**src/rtl/execute_pipe.sv**
```systemverilog
// EX stage: single-cycle ALU with a valid/ready output slot, plus an iterative
// shift-add unsigned multiplier that writes HI/LO and emits LO as one beat.
//
//   state | meaning
//   IDLE  | accepting beats; ALU results registered on the accepting edge
//   MUL   | multu in progress, MUL_STEP multiplier bits retired per cycle
module execute_pipe #(
  parameter int DATA_W     = 32,
  parameter int REG_ADDR_W = 5,
  parameter int MUL_STEP   = 1
) (
  input  logic                  clk,
  input  logic                  reset,
  input  logic                  in_valid,
  output logic                  in_ready,
  input  logic [DATA_W-1:0]     rs_data,
  input  logic [DATA_W-1:0]     rt_data,
  input  logic [DATA_W-1:0]     imm_ext,
  input  logic [DATA_W-1:0]     next_pc,
  input  logic [1:0]            alu_op,
  input  logic                  alu_src,
  input  logic                  reg_dst,
  input  logic [REG_ADDR_W-1:0] rt_addr,
  input  logic [REG_ADDR_W-1:0] rd_addr,
  output logic                  out_valid,
  input  logic                  out_ready,
  output logic [DATA_W-1:0]     alu_result,
  output logic [DATA_W-1:0]     branch_target,
  output logic                  zero,
  output logic [REG_ADDR_W-1:0] write_register,
  output logic                  busy
);

  localparam int STEPS = DATA_W / MUL_STEP;
  localparam int CNT_W = (STEPS > 1) ? $clog2(STEPS) : 1;
  localparam int SUM_W = DATA_W + MUL_STEP;

  typedef enum logic {IDLE, MUL} state_t;
  state_t state;

  logic [DATA_W-1:0]     op_b, alu_res, hi, lo, mcand;
  logic [5:0]            funct;
  logic [4:0]            shamt;
  logic                  shift_oor, is_multu, zero_d;
  logic [REG_ADDR_W-1:0] dst;
  logic [CNT_W-1:0]      cnt;
  logic [2*DATA_W-1:0]   prod, prod_nxt;
  logic [SUM_W-1:0]      step_sum;

  assign in_ready  = (state == IDLE) && (!out_valid || out_ready);
  assign funct     = imm_ext[5:0];
  assign shamt     = 5'(imm_ext >> 6);
  assign shift_oor = {27'd0, shamt} >= DATA_W;
  assign op_b      = alu_src ? imm_ext : rt_data;

  always_comb begin
    alu_res  = '0;
    zero_d   = 1'b0;
    is_multu = 1'b0;
    case (alu_op)
      2'b00, 2'b11: alu_res = rs_data + op_b;
      2'b01: begin
        alu_res = rs_data - op_b;
        zero_d  = (rs_data == rt_data);
      end
      default: begin
        case (funct)
          6'b100000: alu_res = rs_data + op_b;
          6'b100010: alu_res = rs_data - op_b;
          6'b100100: alu_res = rs_data & op_b;
          6'b100101: alu_res = rs_data | op_b;
          6'b101010: alu_res = DATA_W'($signed(rs_data) < $signed(op_b));
          6'b101011: alu_res = DATA_W'(rs_data < op_b);
          6'b000000: alu_res = shift_oor ? '0 : (rt_data << shamt);
          6'b000010: alu_res = shift_oor ? '0 : (rt_data >> shamt);
          6'b010000: alu_res = hi;
          6'b010010: alu_res = lo;
          6'b011001: is_multu = 1'b1;
          default:   alu_res = '0;
        endcase
      end
    endcase
    dst = is_multu ? '0 : (reg_dst ? rd_addr : rt_addr);
  end

  // prod holds {partial product, unretired multiplier bits}; each step adds
  // mcand times the low MUL_STEP bits into the top half and shifts right.
  assign step_sum = {{MUL_STEP{1'b0}}, prod[2*DATA_W-1:DATA_W]}
                  + SUM_W'(mcand) * SUM_W'(prod[MUL_STEP-1:0]);
  assign prod_nxt = (2*DATA_W)'({step_sum, prod[DATA_W-1:0]} >> MUL_STEP);

  always_ff @(posedge clk or negedge reset) begin
    if (!reset) begin
      state          <= IDLE;
      out_valid      <= 1'b0;
      busy           <= 1'b0;
      alu_result     <= '0;
      branch_target  <= '0;
      zero           <= 1'b0;
      write_register <= '0;
      hi             <= '0;
      lo             <= '0;
      cnt            <= '0;
      mcand          <= '0;
      prod           <= '0;
    end else begin
      if (out_valid && out_ready) out_valid <= 1'b0;
      case (state)
        IDLE: begin
          if (in_valid && in_ready) begin
            branch_target <= next_pc + (imm_ext << 2);
            if (is_multu) begin
              state <= MUL;
              busy  <= 1'b1;
              cnt   <= CNT_W'(STEPS - 1);
              mcand <= rs_data;
              prod  <= {{DATA_W{1'b0}}, rt_data};
            end else begin
              alu_result     <= alu_res;
              zero           <= zero_d;
              write_register <= dst;
              out_valid      <= 1'b1;
            end
          end
        end
        MUL: begin
          if (cnt != '0) begin
            prod <= prod_nxt;
            cnt  <= cnt - CNT_W'(1);
          end else if (!out_valid || out_ready) begin
            // final step completes only once the output slot is free
            hi             <= prod_nxt[2*DATA_W-1:DATA_W];
            lo             <= prod_nxt[DATA_W-1:0];
            alu_result     <= prod_nxt[DATA_W-1:0];
            zero           <= 1'b0;
            write_register <= '0;
            out_valid      <= 1'b1;
            busy           <= 1'b0;
            state          <= IDLE;
          end
        end
        default: state <= IDLE;
      endcase
    end
  end

endmodule

```
**config.mk**
```make
export PLATFORM = sky130hd
export DESIGN_NAME = execute_pipe
export DESIGN_NICKNAME = d
export VERILOG_FILES = /design/src/rtl/execute_pipe.sv
export SDC_FILE = /design/constraint.sdc
export NUM_CORES = 1
export LEC_CHECK = 0
export CORE_UTILIZATION = 40
export DETAILED_ROUTE_END_ITERATION = 10
export PLACE_DENSITY = 0.66
export SYNTH_ARGS = -nofsm -noshare
export SYNTH_HDL_FRONTEND = slang
export SYNTH_SLANG_ARGS = --single-unit
```
**constraint.sdc**
```tcl
create_clock -name clk -period 9.05 [get_ports clk]
set_input_delay 1.81 -clock clk [delete_from_list [all_inputs] [get_ports clk]]
set_output_delay 1.81 -clock clk [all_outputs]
set_load 0.005 [all_outputs]
```
* After elaboration in Yosys (flattened, before gate mapping)
Index checks and enable logic that the tools add are counted.
Word-level totals: output and inout bits 73, register bits 238, word-level logic and storage cells 105, input port bits 146
Cells by class: mux-type cells 44, eq/ne operators 19, bitwise logic cells 4, shift-type cells 2, multipliers 1, reduce and logical (&&, ||, !) cells 16, add/subtract/negate cells 5, order comparisons 2
Operators by type and width (count):
- 32-bit one-hot mux with 10 select lines | 1
- 64-bit two-way mux | 3
- 32-bit two-way mux | 5
- 32-bit one-hot mux with 2 select lines | 2
- 64-bit one-hot mux with 2 select lines | 1
- 32-bit adder | 2
- 32-bit less-than comparator | 2
- 5-bit two-way mux | 8
- 6-bit == test (second input constant) | 6
- 32-bit by 33-bit adder with 33-bit output | 1
- 32-bit by 1-bit multiplier with 33-bit output | 1
- 32-bit bitwise AND | 1
- 32-bit == test | 1
- 32-bit OR | 1
- 32-bit by 5-bit left shift with 32-bit output | 1
- 32-bit by 5-bit >> shifter with 32-bit output | 1
- 32-bit subtractor | 1
- 5-bit one-hot mux with 2 select lines | 2
- 6-bit by 5-bit == test with 1-bit output (second input constant) | 3
- 1-bit two-way mux | 18
- 3-bit AND reduction | 3
- 1-bit one-hot mux with 2 select lines | 4
- 4-bit AND reduction | 2
- 6-bit by 2-bit == test with 1-bit output (second input constant) | 1
- other kinds (15) | 22

* Logic depth before layout (Yosys ltp)
depth after elaboration 7, mapped depth 19, gate-level depth less buffers 15

* Worst setup path after synthesis
No wires, ideal clock.
path type input -> register, from in imm_ext[8], to reg alu_result[24], library setup time 120 ps, path slack 3384 ps, arrival 5546 ps, buffers on the path 6, required time 8930 ps, cell stages on the path 18, cell sequence buf_2 buf_2 buf_2 buf_2 buf_1 mux2i_1 ha_1 buf_2 a211o_1 nand3b_1 nor4b_2 a21oi_1 a211oi_4 o31ai_1 a221o_1 a211oi_1 o22ai_1 o211a_1
Between the ends: cells in the longest elaborated chain, start to end 7, elaborated cells between the ends (all ways) 10, those cells by class 2 x add/sub; 2 x shift; 6 x mux
RTL lines:
- start, declared | RTL line 18 | input logic [DATA_W-1:0] imm_ext,
- 32-bit two-way mux | RTL line 54 | assign op_b = alu_src ? imm_ext : rt_data;
- 32-bit subtractor or 32-bit adder (tied branches)
- 32-bit one-hot mux with 10 select lines | RTL line 67 | case (funct)
- 32-bit one-hot mux with 2 select lines * | RTL line 60 | case (alu_op)
- 32-bit two-way mux * | RTL line 112 | if (is_multu) begin
- 32-bit two-way mux * | RTL line 110 | if (in_valid && in_ready) begin
- 32-bit one-hot mux with 2 select lines * | RTL line 108 | case (state)
- end signal, assigned | RTL line 119 | alu_result <= alu_res;
- end signal, assigned | RTL line 134 | alu_result <= prod_nxt[DATA_W-1:0];
- end, declared | RTL line 27 | output logic [DATA_W-1:0] alu_result,
Mark *: on every way between the ends. The rest lies on a longest branch, timed or not. The select of a mux whose other input is x is not followed. A chain may end at the register's enable or synchronous reset.

* Final worst setup path
from in imm_ext[0], to reg alu_result[0]
Between the ends: cells in the longest elaborated chain, start to end 7, elaborated cells between the ends (all ways) 27, those cells by class 2 x add/sub; 2 x order compare; 11 x eq/ne; 8 x mux; 2 x bitwise; 2 x reduce/logical
RTL lines (RTL line):
- 32-bit two-way mux | 54
- 32-bit subtractor, or another cell as far along | 63, 69
- 32-bit one-hot mux with 10 select lines | 67
- 32-bit one-hot mux with 2 select lines | 60
- 32-bit two-way mux | 112
- 32-bit two-way mux | 110
- 32-bit one-hot mux with 2 select lines | 108
Parallel ways exist; a longest one is shown, timed or not. The select of a mux whose other input is x is not followed.

==> results.json <==
{
  "powerDensity_mw_per_mm2": 173,
  "chipWidth_um": 241,
  "drv_cap": 0,
  "grt_setup_unrepaired": "no",
  "ys_seq_elements": 238,
  "vias": 23900,
  "placed_area_mm2": 0.0254,
  "path_clk_slew_ps": 60,
  "diodes": 0,
  "slew_headroom_pct": 21.6,
  "final_hold_viol_count": 0,
  "grt_util_met1_pct": 51.4,
  "ctsHoldBuffers": 0,
  "cts.repair.resized": 0,
  "layout-drive-gt1-share_pct": 7.42,
  "tightest_slew_ps": 1170,
  "status": "finished, violations left",
  "worstSetupEndpointType": "flip-flop",
  "final_cell_mix": "nand2_1 (383), o21ai_0 (261), dfrtp_1 (237)",
  "synth.avg_cell_area_um2": 8.01,
  "die_area_mm2": 0.0580,
  "combPwrFrac_pct": 37.8,
  "reg2reg_depth": 13,
  "grt_pass1_wl_mm": 157,
  "first_iter_violations": 2824,
  "min_from": "alu_result[8]$_DFFE_PN0P_",
  "tns_ps": 0,
  "synth_top_cell_area_share_pct": 26.1,
  "crit_type": "primary input to flip-flop",
  "internal_power_mw": 2.77,
  "place_ws_ps": 2700,
  "final.min_clock_period_ps": 5920,
  "stdcell_count": 3709,
  "regArea_mm2": 0.00596,
  "yosys-top-cells-area": "dfrtp_1 (26%), ha_1 (9.0%), nand2_1 (6.3%)",
  "pwr-share-seq_pct": 33.1,
  "dp_hpwl_mm": 82.0,
  "via_per_inst": 6.45,
  "min_to": "alu_result[8]$_DFFE_PN0P_",
  "cts_tree": "built",
  "grtUsageMet2_pct": 53.8,
  "io_buffers": 218,
  "final_area_mm2": 0.0265,
  "gp_congestion": 1.04,
  "cp.arrival_ps": 6360,
  "synth_top_family_by_area": "compound AO/OA/AOI/OAI gates",
  "synth_ff_type": "dfrtp_1",
  "muxShareOfSynthArea_pct": 10.4,
  "start_util_pct": 40.5,
  "holdPathStages": 2,
  "finalCritPeriodShare_pct": 65.4,
  "ir_drop_mv": 0.130,
  "clock_latency_ps": 610,
  "nFillCells": 5673,
  "setup_ws_ps": 3130,
  "track_usage_pct": 37.1,
  "ios": 219,
  "drc": 2,
  "gr-max-usage-layer": "met2",
  "fp.dieH_um": 241,
  "yosysSeqAreaShare_pct": 26.1,
  "grt_max_degree": 160,
  "dr.pass1.iters": 11,
  "grt_overflow": 0,
  "area_growth_pct": 16.2,
  "final_common_cell": "nand2_1",
  "violations": "DRC",
  "finalSetupViolCount": 0,
  "fin_nets": 3245,
  "ys_types": 105,
  "worst-path-max-fanout": 10,
  "min_path_type": "flip-flop to flip-flop",
  "r2r-start": "prod[0]$_DFFE_PN0P_",
  "synth_top_area_cell": "dfrtp_1",
  "synth_xor_xnor_area_share_pct": 3.99,
  "syn_inst": 2850,
  "synthSimpleGateAreaFrac_pct": 17.7,
  "multi_input_area_mm2": 0.0156,
  "grt_use_met3_pct": 10.6,
  "finClkSkew_ps": 19.9,
  "grt_pass1_vias": 22600,
  "cts.htree.levels": 1,
  "clockPowerShare_pct": 29.1,
  "grt_antenna_before_repair": 3,
  "cts-root-buf": "clkbuf_16",
  "wire_per_inst_um": 29.6,
  "cts_made_buffers": 30,
  "cts_buffer_depth": 3,
  "start_kind": "primary input",
  "cts_sinks": 238,
  "dp.cells": 3655,
  "slew_violations": 0,
  "synthAdderAreaFrac_pct": 9.34,
  "timing.rr.end": "prod[63]$_DFFE_PN0P_",
  "sw_frac_of_total_pct": 39.7,
  "syn_nets": 3164,
  "core_area_mm2": 0.0564,
  "p_leak_nw": 11.5,
  "synth_compound_area_share_pct": 26.3,
  "reg2reg_slack_ps": 4660,
  "required_ps": 9490,
  "ant_nets": 0,
  "rows": 87,
  "fmax_mhz": 169,
  "cts_setup_buffers": 0,
  "synth_edf_count": 0,
  "p_switching_mw": 1.82,
  "synth_area_mm2": 0.0228,
  "ys_async_sr_fraction_pct": 100,
  "synth_warnings": 0,
  "wirelength_mm": 110
}
[per-layer routing]
layer	up-vias	part of all wire, %
li1	10500	-
met1	11700	42
met2	1379	41
met3	306	11
met4	4	4.9
met5	-	0.023
[worst max-delay path: stages]
cell and delay, ps:
clkdlybuf4s50_1 830, mux2i_1 400, inv_1 100, ha_1 210, inv_1 80, fa_1 290
nand2b_1 100, a221oi_2 340, o21a_2 300, nand3_1 140, a311oi_1 680, o21ai_2 240
o31ai_2 320, a221oi_1 200, o21ai_1 170, a41oi_1 130
[Yosys cell counts (21+ instances only)]
master      n
nand2_1   384
o21ai_0   262
dfrtp_1   238
nor2_1    191
a21oi_1   171
ha_1      164
clkbuf_1  143
mux2i_1   143
inv_1     118
xnor2_1    78
nor3_1     63
nand3_1    59
a21o_1     54
a211oi_1   39
buf_2      39
and2_1     37
o21ai_1    37
a221oi_1   35
mux2_2     34
nand2b_1   32
o22ai_1    32
a22oi_1    29
xor2_1     26
a31oi_1    23
mux4_2     23
o211ai_1   22
o21a_1     21
o31ai_1    21
[power groups by stage]
stage	sequential, mW	clock, mW	combinational (mW)
after detailed placement	1.52	0	1.68
final	1.52	1.33	1.73
after global routing	1.54	1.39	1.87
after floorplan	1.42	0	1.05
after global placement	1.52	0	1.66
after CTS	1.51	1.35	1.69
[sequential cells by signal, indices dropped and copies added (netlist names)]
name            cells
alu_result         32
branch_target      32
busy                1
cnt                 5
hi                 32
lo                 32
mcand              32
out_valid           1
prod               64
state               1
write_register      5
zero                1
[layout make-up]
class / count / share of cell area, %
timing repair buffer: 265 / 9.54
tap: 756 / 3.57
inverter: 123 / 1.74
sequential: 238 / 22.5
clock inverter: 18 / 0.944
multi-input combinational: 2273 / 58.7
clock buffer: 36 / 3.07
[how the worst max path moves through the flow]
stage | from | to | cells after the start
after global placement | imm_ext[0] | alu_result[30]$_DFFE_PN0P_ | 16
after floorplan | imm_ext[8] | alu_result[24]$_DFFE_PN0P_ | 18
final | imm_ext[0] | alu_result[0]$_DFFE_PN0P_ | 16
after CTS | imm_ext[0] | alu_result[30]$_DFFE_PN0P_ | 16
after global routing | imm_ext[0] | alu_result[30]$_DFFE_PN0P_ | 16
after detailed placement | imm_ext[0] | alu_result[30]$_DFFE_PN0P_ | 16
[cell families (layout without fill, tap and decap cells)]
group | after synthesis | in the layout
compound gates | 915 | 915
xor+xnor | 104 | 104
fa+ha+maj | 168 | 168
buf+inv | 339 | 442
flops | 238 | 238
mux | 203 | 203
simple gates | 883 | 883
[through the flow]
| stage | util [%] | hold WS, ps | power [mW] |
|---|---|---|---|
| final | 47.0 | 472 | 4.59 |
| after global routing | 47.0 | 497 | 4.79 |
| after CTS | 47.0 | 474 | 4.55 |
| after detailed placement | 45.1 | 459 | 3.21 |
| after global placement | 45.1 | 451 | 3.18 |
| after floorplan | - | 442 | 2.48 |
No activity file was read; power rests on OpenSTA's default activity.
